**src/rtl/mips_pkg.sv**
```systemverilog
// Shared MIPS pipeline constants and the fetch-stage FSM encoding.
package mips_pkg;

   localparam logic [31:0] RESET_PC_DEFAULT  = 32'h0000_0000;
   localparam logic [31:0] HALT_WORD_DEFAULT = 32'h0000_000C;
   localparam logic [31:0] NOP_WORD          = 32'h0000_0000;

   typedef enum logic {
      RUN    = 1'b0,
      HALTED = 1'b1
   } fetch_state_e;

   // Instruction memory is word addressed, so byte offsets are always cleared.
   function automatic logic [31:0] word_align(input logic [31:0] addr);
      return addr & 32'hFFFF_FFFC;
   endfunction

endpackage

```
**src/rtl/if_id_reg.sv**
```systemverilog
// IF/ID pipeline register: bubble (flush) beats hold, hold beats load.
// Same hold/flush pattern is intended for reuse at ID/EX.
module if_id_reg
   import mips_pkg::*;
(
   input  logic        clk,
   input  logic        rst_n,
   input  logic        hold,
   input  logic        flush,
   input  logic [31:0] instr_d,
   input  logic [31:0] pcplus4_d,
   output logic [31:0] instr_q,
   output logic [31:0] pcplus4_q,
   output logic        valid_q
);

   // Pipeline register with synchronous reset and bubble-over-hold priority.
   always_ff @(posedge clk) begin
      if (!rst_n) begin
         instr_q   <= NOP_WORD;
         pcplus4_q <= 32'h0000_0000;
         valid_q   <= 1'b0;
      end else if (flush) begin
         instr_q   <= NOP_WORD;
         pcplus4_q <= 32'h0000_0000;
         valid_q   <= 1'b0;
      end else if (hold) begin
         instr_q   <= instr_q;
         pcplus4_q <= pcplus4_q;
         valid_q   <= valid_q;
      end else begin
         instr_q   <= instr_d;
         pcplus4_q <= pcplus4_d;
         valid_q   <= 1'b1;
      end
   end

endmodule

```
**src/rtl/if_fetch_stage.sv**
```systemverilog
// MIPS instruction-fetch stage: PC, RUN/HALTED FSM and IF/ID register.
// Optional FETCH_PERF_EN adds FetchCount/BubbleCount performance counters.
module if_fetch_stage
   import mips_pkg::*;
#(
   parameter logic [31:0] RESET_PC  = RESET_PC_DEFAULT,
   parameter logic [31:0] HALT_WORD = HALT_WORD_DEFAULT
) (
   input  logic        Clk,
   input  logic        Rst_n,
   input  logic        Stall,
   input  logic        Flush,
   input  logic        Redirect,
   input  logic [31:0] RedirectTarget,
   input  logic [31:0] Instruction,
   output logic [31:0] Address,
   output logic [31:0] IfId_Instruction,
   output logic [31:0] IfId_PCPlus4,
   output logic        IfId_Valid,
   output logic        Halted
`ifdef FETCH_PERF_EN
   ,
   output logic [31:0] FetchCount,
   output logic [31:0] BubbleCount
`endif
);

   logic [31:0]  pc_r;
   logic [31:0]  pc_next_s;
   logic [31:0]  pc_plus4_s;
   fetch_state_e state_r;
   fetch_state_e state_next_s;
   logic         bubble_s;
   logic         hold_s;
   logic         load_s;

   assign pc_plus4_s = pc_r + 32'd4;
   assign bubble_s   = Redirect | Flush;
   assign hold_s     = Stall | (state_r == HALTED);
   assign load_s     = ~bubble_s & ~hold_s;

   // Next PC: redirect beats hold (stall or halted), hold beats sequential fetch.
   always_comb begin
      pc_next_s = pc_plus4_s;
      if (Redirect) begin
         pc_next_s = word_align(RedirectTarget);
      end else if (hold_s) begin
         pc_next_s = pc_r;
      end else begin
         pc_next_s = pc_plus4_s;
      end
   end

   // Halting only on a real load keeps a held SYSCALL from re-triggering.
   always_comb begin
      state_next_s = state_r;
      case (state_r)
         RUN: begin
            if (load_s && (Instruction == HALT_WORD)) begin
               state_next_s = HALTED;
            end else begin
               state_next_s = RUN;
            end
         end
         HALTED: begin
            if (bubble_s) begin
               state_next_s = RUN;
            end else begin
               state_next_s = HALTED;
            end
         end
         default: state_next_s = RUN;
      endcase
   end

   // PC and FSM state registers.
   always_ff @(posedge Clk) begin
      if (!Rst_n) begin
         pc_r    <= RESET_PC;
         state_r <= RUN;
      end else begin
         pc_r    <= pc_next_s;
         state_r <= state_next_s;
      end
   end

   assign Address = pc_r;
   assign Halted  = (state_r == HALTED);

   if_id_reg u_if_id_reg (
      .clk       (Clk),
      .rst_n     (Rst_n),
      .hold      (hold_s),
      .flush     (bubble_s),
      .instr_d   (Instruction),
      .pcplus4_d (pc_plus4_s),
      .instr_q   (IfId_Instruction),
      .pcplus4_q (IfId_PCPlus4),
      .valid_q   (IfId_Valid)
   );

`ifdef FETCH_PERF_EN
   logic [31:0] fetch_count_r;
   logic [31:0] bubble_count_r;

   // Counters wrap naturally; neither advances on a hold edge.
   always_ff @(posedge Clk) begin
      if (!Rst_n) begin
         fetch_count_r  <= 32'h0000_0000;
         bubble_count_r <= 32'h0000_0000;
      end else begin
         fetch_count_r  <= load_s   ? fetch_count_r + 32'd1  : fetch_count_r;
         bubble_count_r <= bubble_s ? bubble_count_r + 32'd1 : bubble_count_r;
      end
   end

   assign FetchCount  = fetch_count_r;
   assign BubbleCount = bubble_count_r;
`endif

endmodule

```
**config.mk**
```make
export PLATFORM = sky130hd
export DESIGN_NAME = if_fetch_stage
export DESIGN_NICKNAME = d
export VERILOG_FILES = /design/src/rtl/mips_pkg.sv /design/src/rtl/if_id_reg.sv /design/src/rtl/if_fetch_stage.sv
export SDC_FILE = /design/constraint.sdc
export NUM_CORES = 1
export LEC_CHECK = 0
export ABC_AREA = 1
export CAP_MARGIN = 30
export CELL_PAD_IN_SITES_DETAIL_PLACEMENT = 0
export CELL_PAD_IN_SITES_GLOBAL_PLACEMENT = 1
export CORE_ASPECT_RATIO = 0.7
export CORE_MARGIN = 1.5
export CORE_UTILIZATION = 29
export DETAILED_ROUTE_END_ITERATION = 7
export PLACE_DENSITY_LB_ADDON = 0.1
export SKIP_CTS_REPAIR_TIMING = 1
export SLEW_MARGIN = 5
export SYNTH_ARGS = -nofsm -noshare
export SYNTH_HDL_FRONTEND = slang
export SYNTH_HIERARCHICAL = 1
export SYNTH_SLANG_ARGS = --single-unit
export TNS_END_PERCENT = 10
```
**constraint.sdc**
```tcl
create_clock -name Clk -period 1.65 [get_ports Clk]
set_clock_uncertainty 0.1 [all_clocks]
set_input_delay 0.33 -clock Clk [delete_from_list [all_inputs] [get_ports Clk]]
set_output_delay 0.33 -clock Clk [all_outputs]
set_load 0.01 [all_outputs]
```
Yosys cells after proc, flatten, opt, wreduce, memory -nomap -nowiden:

Cells that the tools add are included.

* bits of input ports: 69
* latch bits: 0
* output and inout port bits: 98
* bits in registers: 98
* word-level logic and storage cells: 24
* memory bits (writable): 0
* memories: 0
* bits in read-only memories: 0

* reduce and logical (&&, ||, !) cells: 3
* $mul: 0
* divide/modulo/power cells: 0
* muxes and demuxes: 5
* shifts and indexed selects: 0
* bitwise logic cells: 7
* $lt $le $gt $ge: 0
* eq/ne operators: 2
* add/sub/neg operators: 1

Operators by type and width (count)
* 32-bit 2-to-1 mux: 2
* 32-bit by 3-bit adder with 32-bit output (second input constant): 1
* 32-bit by 4-bit equality test with 1-bit output (second input constant): 1
* 1-bit NOT: 4
* 2-bit OR reduction: 2
* 1-bit 2-to-1 mux: 2
* 2-bit != test (second input constant): 1
* 1-bit OR: 2
* 1-bit case mux with 2 select lines: 1
* 1-bit AND: 1
* 1-bit logical AND: 1

Depth between registers and ports, before layout:

Gate-level depths: netlist of the first run.

* depth in word-level cells: 6
* gate-level depth with buffers: 10
* mapped depth without buffers: 10

Modules after synthesis:

Netlist of the first run, hierarchy kept.

Modules (own cells, without submodules)
* if_fetch_stage: cells an instance 389, area an instance 2396.0 µm², sequential area each 620.6 µm², instances 1
* if_id_reg: cells an instance 283, area an instance 2391.0 µm², sequential area each 1301.2 µm², instances 1

Least setup slack after synthesis of the first run:

No wires, ideal clock.

* path kind: register -> register
* from: register pc_r[3] (netlist: Address[3])
* to: register u_if_id_reg.pcplus4_q[22]
* path slack: -0.014 ns
* data arrival time: 1.444 ns
* library setup time: 0.119 ns
* path buffers: 0
* stages on the path, launching flop included: 10
* period minus slack after synthesis: 1.664 ns
* data required time: 1.431 ns
* cells stage by stage: dfxtp_1 > ha_1 > nand2_1 > nor2_2 > nand2_4 > nor2_8 > nand3_1 > and2_1 > nand2_1 > a21oi_1

* cells in the longest elaborated chain, start to end: 1

Ends and longest elaborated chain
* from (decl): RTL line if_fetch_stage.sv:28 `logic [31:0] pc_r;`
* from (signal assigned): RTL line if_fetch_stage.sv:82 `pc_r <= pc_next_s;`
* 32-bit by 3-bit adder with 32-bit output: RTL line if_fetch_stage.sv:37 `assign pc_plus4_s = pc_r + 32'd4;`
* via pc_plus4_s[22]: RTL line if_fetch_stage.sv:30 `logic [31:0] pc_plus4_s;`
* to (signal assigned): RTL line if_id_reg.sv:29 `pcplus4_q <= pcplus4_q;`
* to (signal assigned): RTL line if_id_reg.sv:33 `pcplus4_q <= pcplus4_d;`
* to (decl): RTL line if_id_reg.sv:13 `output logic [31:0] pcplus4_q,`

The timed path passes the listed nets, and every way through them passes these cells.
A chain may end at the register's enable or synchronous reset.

Worst setup path after layout of the first run:

* from: register pc_r[3] (netlist: Address[3])
* to: register pc_r[20] (netlist: Address[20])

* cells in the longest elaborated chain, start to end: 3

Ends and longest elaborated chain
* 32-bit by 3-bit adder with 32-bit output: RTL line if_fetch_stage.sv:37
* via pc_plus4_s[20]: RTL line if_fetch_stage.sv:30
* 32-bit 2-to-1 mux: RTL line if_fetch_stage.sv:47 `end else if (hold_s) begin`
* 32-bit 2-to-1 mux: RTL line if_fetch_stage.sv:45 `if (Redirect) begin`

The timed path passes the listed nets, and every way through them passes these cells. The select of a mux whose other input is x is not followed.

==> impl_metrics.yaml, run 1 <==
clocking:
  ctsLongestPathBuffers: 2
  clk_pin_slew_worst_paths_ns: 0.07
  cts.sinks: 96
  htreeDepth: 3
  insertion_delay_ns: 0.34
  cts_buffers: 9
  tritoncts: "built"
  cts_root_buffer: "clkbuf_16"
critical_path:
  endpoint_kind: "flop"
  path_max_fanout: 4
  crit_type: "flop to flop"
  startpoint_type: "flop"
  crit_required_ns: 1.79
  arrival_ns: 1.75
power_and_ir_drop:
  power_density_nw_per_um2: 747.8
  peakVddDrop_mv: 0.6136
  finalPower_uw: 5792
  leakage_uw: 0.004470
drt:
  firstDrtPassIters: 6
  drtIter0Drc: 263
  drc_errors: 0
  vias_per_cell: 4.444
  routedWlPerCell_um: 15.02
  num_vias: 4906
  drt.antenna.violating_nets: 0
  finalWirelength_mm: 16.59
cells_and_area:
  seq_area_sq_um: 1953
  num_antenna_cells: 0
  layout-drive-gt1-share: 0.1991
  final_area_sq_um: 7746
  multi_input_area_sq_um: 2546
  fin_cells: 1104
  nets: 944
  area_growth_pct: 61.81
  nFillCells: 1631
  final_util: 0.4767
placement:
  gp_congestion: 0.8650
  place_area_sq_um: 7027
  dp_cells: 1088
  dp_hpwl_mm: 12.40
  port_buffers: 162
floorplanning:
  dieArea_sq_um: 17300
  fp.dieW_um: 156.6
  num_rows: 39
  die_y_um: 110.5
  boundaryPins: 167
  start_util: 0.2946
  core_sq_um: 16250
outcome:
  status: "finished, final reports clean"
grt:
  grt_first_pass_wirelength_mm: 25.66
  overflow: 0
  antenna_found_initial: 0
  grt_use_total: 0.1916
  grt_pass1_vias: 4790
  grt_max_degree: 42
sta:
  fmax_mhz: 620.7
  fin_crit_sh: 0.9764
  period_minus_slack_ns: 1.611
  setup_viol: 0
  rsz0062_at_grt: "yes"
  drv_slew: 0
  final_hold_viol_count: 0
synthesis:
  synth_edf_count: 0
  synth_cell_types: 29
  ys_ff_latch: 96
  avgSynthCellArea_sq_um: 7.124
  synthCells: 672
  synthTopCellsByCount: "nand2_1, dfxtp_1, a21oi_1, inv_1, nor2_1"
  yosysMostFrequentCell: "nand2_1"
  synth_area_sq_um: 4787
  synth_top_area_cell: "dfxtp_1"
  yosys.area.top_type_share: 0.4015
  ys.flop_type: "dfxtp_1"
  async_flop_share: 0
  synth-seq-area-share: 0.4015
  yosys_warnings: 6
  synth.area.top_cells: "dfxtp_1, nand2_1, a21oi_1"
worst_hold_path:
  hold_class: "flop to flop"
run:
  drv_cap: 0
sequential cells by signal, summed over array words and instances, names as in the netlist:
name and cells:
u_if_id_reg/instr_q 32, Address 30, Halted 1, u_if_id_reg/pcplus4_q 32
u_if_id_reg/valid_q 1
routing by layer:
layer,vias to the layer above,track usage,wire length (um)
met5,-,0,0
met4,0,0.05587,270
met1,2227,0.2809,8363
li1,2512,-,-
met2,149,0.2797,6992
met3,18,0.04042,960
critical path, stage by stage, from the launching register on:
cell     delay, ns
dfxtp_2       0.36
ha_2          0.19
nand2_2       0.06
nor2_4        0.11
nand2_4       0.11
nor2_4        0.16
nand2_1       0.07
nand2_1       0.06
nand2_1       0.09
a21oi_1       0.14
nor2_1        0.05
final timing paths:
check / from / to / slack, ns / cells after the start
worst max-delay path: Address[3] / Address[20] / 0.04 / 10
worst min-delay path: u_if_id_reg/instr_q[28] / u_if_id_reg/instr_q[28] / 0.36 / 2
worst max register to register: Address[3] / Address[20] / 0.04 / 10
worst min register to register: u_if_id_reg/instr_q[28] / u_if_id_reg/instr_q[28] / 0.36 / 2
through the flow:
step                setup WS, ns  hold WS, ns  TNS, ns
floorplan               0.003439       0.3276        0
global route            -0.06783       0.3763  -0.4248
finish                   0.03887       0.3552        0
detailed placement       -0.3320       0.3494   -24.50
global placement         -0.2707       0.3440   -21.22
CTS                      -0.2768       0.3593   -6.925
power by group:
group          internal (uW)  switching (uW)  total [uW]
Clock                   1530             946        2480
Combinational            445             419         863
Sequential              2390            64.3        2450
cell families (layout without fill, tap and decap cells):
group                      after synthesis  count (layout)  share of synthesized area
AOI/OAI and AO/OA                      117             117                     0.1508
xor gates and xnor gates                15              15                    0.03999
adders and majority gates                1               1                   0.002613
buffers and inverters                   85             289                    0.08939
DFF                                     96              96                     0.4015
other                                    1               4                  0.0007834
and+or+nand+nor                        357             357                     0.3150
layout by cell type (no fill, tap or decap), types with 2 or more instances in the layout:
cell type / count
nor2_4: 11
nand2_2: 12
a22o_1: 8
inv_1: 48
bufinv_16: 3
nand3_2: 2
nor2_1: 35
a21oi_2: 25
buf_4: 49
and2_1: 3
clkdlybuf4s50_1: 66
dfxtp_2: 22
nor2_2: 7
buf_12: 9
a21oi_1: 61
clkbuf_16: 9
dlymetal6s2s_1: 96
xnor2_1: 3
nand2_4: 2
conb_1: 4
nand3_1: 13
nor4_1: 5
a31oi_1: 8
inv_2: 4
dfxtp_1: 73
clkinvlp_4: 3
o21ai_0: 14
nand2_1: 264
xor2_2: 8
final cells by class:
type                            instances  share of cell area
Timing Repair Buffer                  220              0.3111
Clock inverter                          6             0.01470
Inverter                               53             0.02617
Clock buffer                           10             0.03085
Sequential cell                        96              0.2521
Multi-Input combinational cell        494              0.3287
Tap cell                              225             0.03634
(Power assumes the default switching activity.)
==> run 2: changes to the inputs <==
--- a/config.mk
+++ b/config.mk
@@ -13,6 +13,7 @@
 export CORE_MARGIN = 1.5
 export CORE_UTILIZATION = 29
 export DETAILED_ROUTE_END_ITERATION = 7
+export GPL_TIMING_DRIVEN = 0
 export PLACE_DENSITY_LB_ADDON = 0.1
 export SKIP_CTS_REPAIR_TIMING = 1
 export SLEW_MARGIN = 5
==> impl_metrics.yaml, run 2 (synthesis results as in run 1) <==
critical_path:
  crit_required_ns: 1.22
  rrSetupSlack_ns: 0.01
  critPathBufInv: 1
  regToRegStartpoint: "Address[2]"
  startpoint_type: "flop"
  cp_cell_sequence: "clkdlybuf4s50_1"
  cpLargestDelayFamily: "buffers and inverters"
  path_max_fanout: 5
  crit_path_top_delay_cell: "clkdlybuf4s50_1"
  ff2ff_path_depth: 10
  cp_slowest_stage_delay_ns: 0.55
  endpoint_kind: "output port"
  rr_endpoint: "Address[20]"
  crit_type: "flop to output port"
  arrival_ns: 1.26
power_and_ir_drop:
  p_seq_frac: 0.437
  leakage_uw: 0.004331
  p_comb_frac: 0.140
  switchingPower_uw: 1454
  power_density_nw_per_um2: 745.7
  power_switching_share: 0.2573
  p_clk_frac: 0.423
  internal_power_uw: 4198
  finalPower_uw: 5652
  peakVddDrop_mv: 0.5921
drt:
  num_vias: 4844
  drt.antenna.violating_nets: 0
  drc_errors: 0
  firstDrtPassIters: 5
  routedWlPerCell_um: 15.59
  finalWirelength_mm: 16.90
  vias_per_cell: 4.469
  drtIter0Drc: 255
cells_and_area:
  area_growth_pct: 58.34
  nets: 924
  layout_common_cells: "nand2_1, dlymetal6s2s_1, dfxtp_1, clkdlybuf4s50_1, a21oi_1"
  num_antenna_cells: 0
  layout-drive-gt1-share: 0.1956
  final_area_sq_um: 7580
  nFillCells: 1634
  final_util: 0.4665
  mostFrequentLayoutCell: "nand2_1"
clocking:
  cts_buffers: 9
  cts.sinks: 96
  htreeDepth: 3
  cts_root_buffer: "clkbuf_16"
  clk_pin_slew_worst_paths_ns: 0.07
  ctsLongestPathBuffers: 2
  tritoncts: "built"
  insertion_delay_ns: 0.34
sta:
  period_minus_slack_ns: 1.687
  drv_slew: 0
  holdWs_ns: 0.3541
  final_hold_viol_count: 0
  maxSlewHeadroom: 0.5889
  fin_crit_sh: 1.022
  fmax_mhz: 592.9
  rsz0062_at_grt: "yes"
  setup_viol: 1
  tightest_slew_ns: 0.6167
  layout_setup_ws_ns: -0.03659
placement:
  gp_congestion: 0.8875
  place_area_sq_um: 6705
  dp_hpwl_mm: 12.87
  port_buffers: 162
grt:
  grt_use_total: 0.1949
  grt_max_degree: 17
  grt_first_pass_wirelength_mm: 25.70
  grt_pass1_vias: 4591
  overflow: 0
  antenna_found_initial: 0
worst_hold_path:
  worstHoldStart: "u_if_id_reg/instr_q[28]"
  hold_end: "u_if_id_reg/instr_q[28]"
  whs_path_depth: 2
  hold_class: "flop to flop"
floorplanning:
  boundaryPins: 167
  num_rows: 39
  fp.dieW_um: 156.6
  core_sq_um: 16250
  die_y_um: 110.5
  dieArea_sq_um: 17300
  start_util: 0.2946
outcome:
  status: "finished with violations"
  violations: "setup timing"
run:
  drv_cap: 0
run 2: metal layers:
metal	part of all wire	routed length (um)	vias up	GRT usage
met4	0.0098	166	0	0.04254
met1	0.53	8896	2224	0.3033
met3	0.058	984	12	0.04003
li1	-	-	2470	-
met5	0	0	-	0
met2	0.41	6856	138	0.2705
run 2: layout make-up:
class / instances / area, sq um / area share
Multi-Input combinational cell: 494 / 2597 / 0.3427
Sequential cell: 96 / 1992 / 0.2628
Timing Repair Buffer: 168 / 1907 / 0.2516
Tap cell: 225 / 281.5 / 0.03714
Buffer: 32 / 255.2 / 0.03367
Clock buffer: 11 / 252.7 / 0.03334
Inverter: 53 / 207.7 / 0.02740
Clock inverter: 5 / 86.33 / 0.01139
run 2: how the worst max path moves through the flow:
stage / start / endpoint / slack, ns / depth (start not counted)
floorplan: Address[2] / u_if_id_reg/pcplus4_q[22] / 0.003 / 9
global placement: Redirect / u_if_id_reg/pcplus4_q[27] / -0.84 / 9
detailed placement: Stall / Address[19] / -0.84 / 8
CTS: Stall / Address[19] / -0.47 / 8
global route: Address[25] / Address[25] / -0.1 / 1
finish: Address[25] / Address[25] / -0.04 / 1
run 2: power groups by stage:
stage	sequential (uW)	combinational (uW)	clock (uW)
finish	2470	794	2390
CTS	2470	782	2460
floorplan	2530	331	0
global placement	2520	774	0
global route	2480	867	2560
detailed placement	2520	777	0
run 2: metrics by stage:
| step | cells | TNS, ns | worst slack [ns] |
|---|---|---|---|
| finish | 1084 | -0.03659 | -0.03659 |
| global route | 1084 | -0.6971 | -0.09729 |
| CTS | 1078 | -37.34 | -0.4682 |
| detailed placement | 1062 | -65.49 | -0.8360 |
| global placement | 1062 | -65.82 | -0.8351 |
| floorplan | 675 | 0 | 0.003439 |
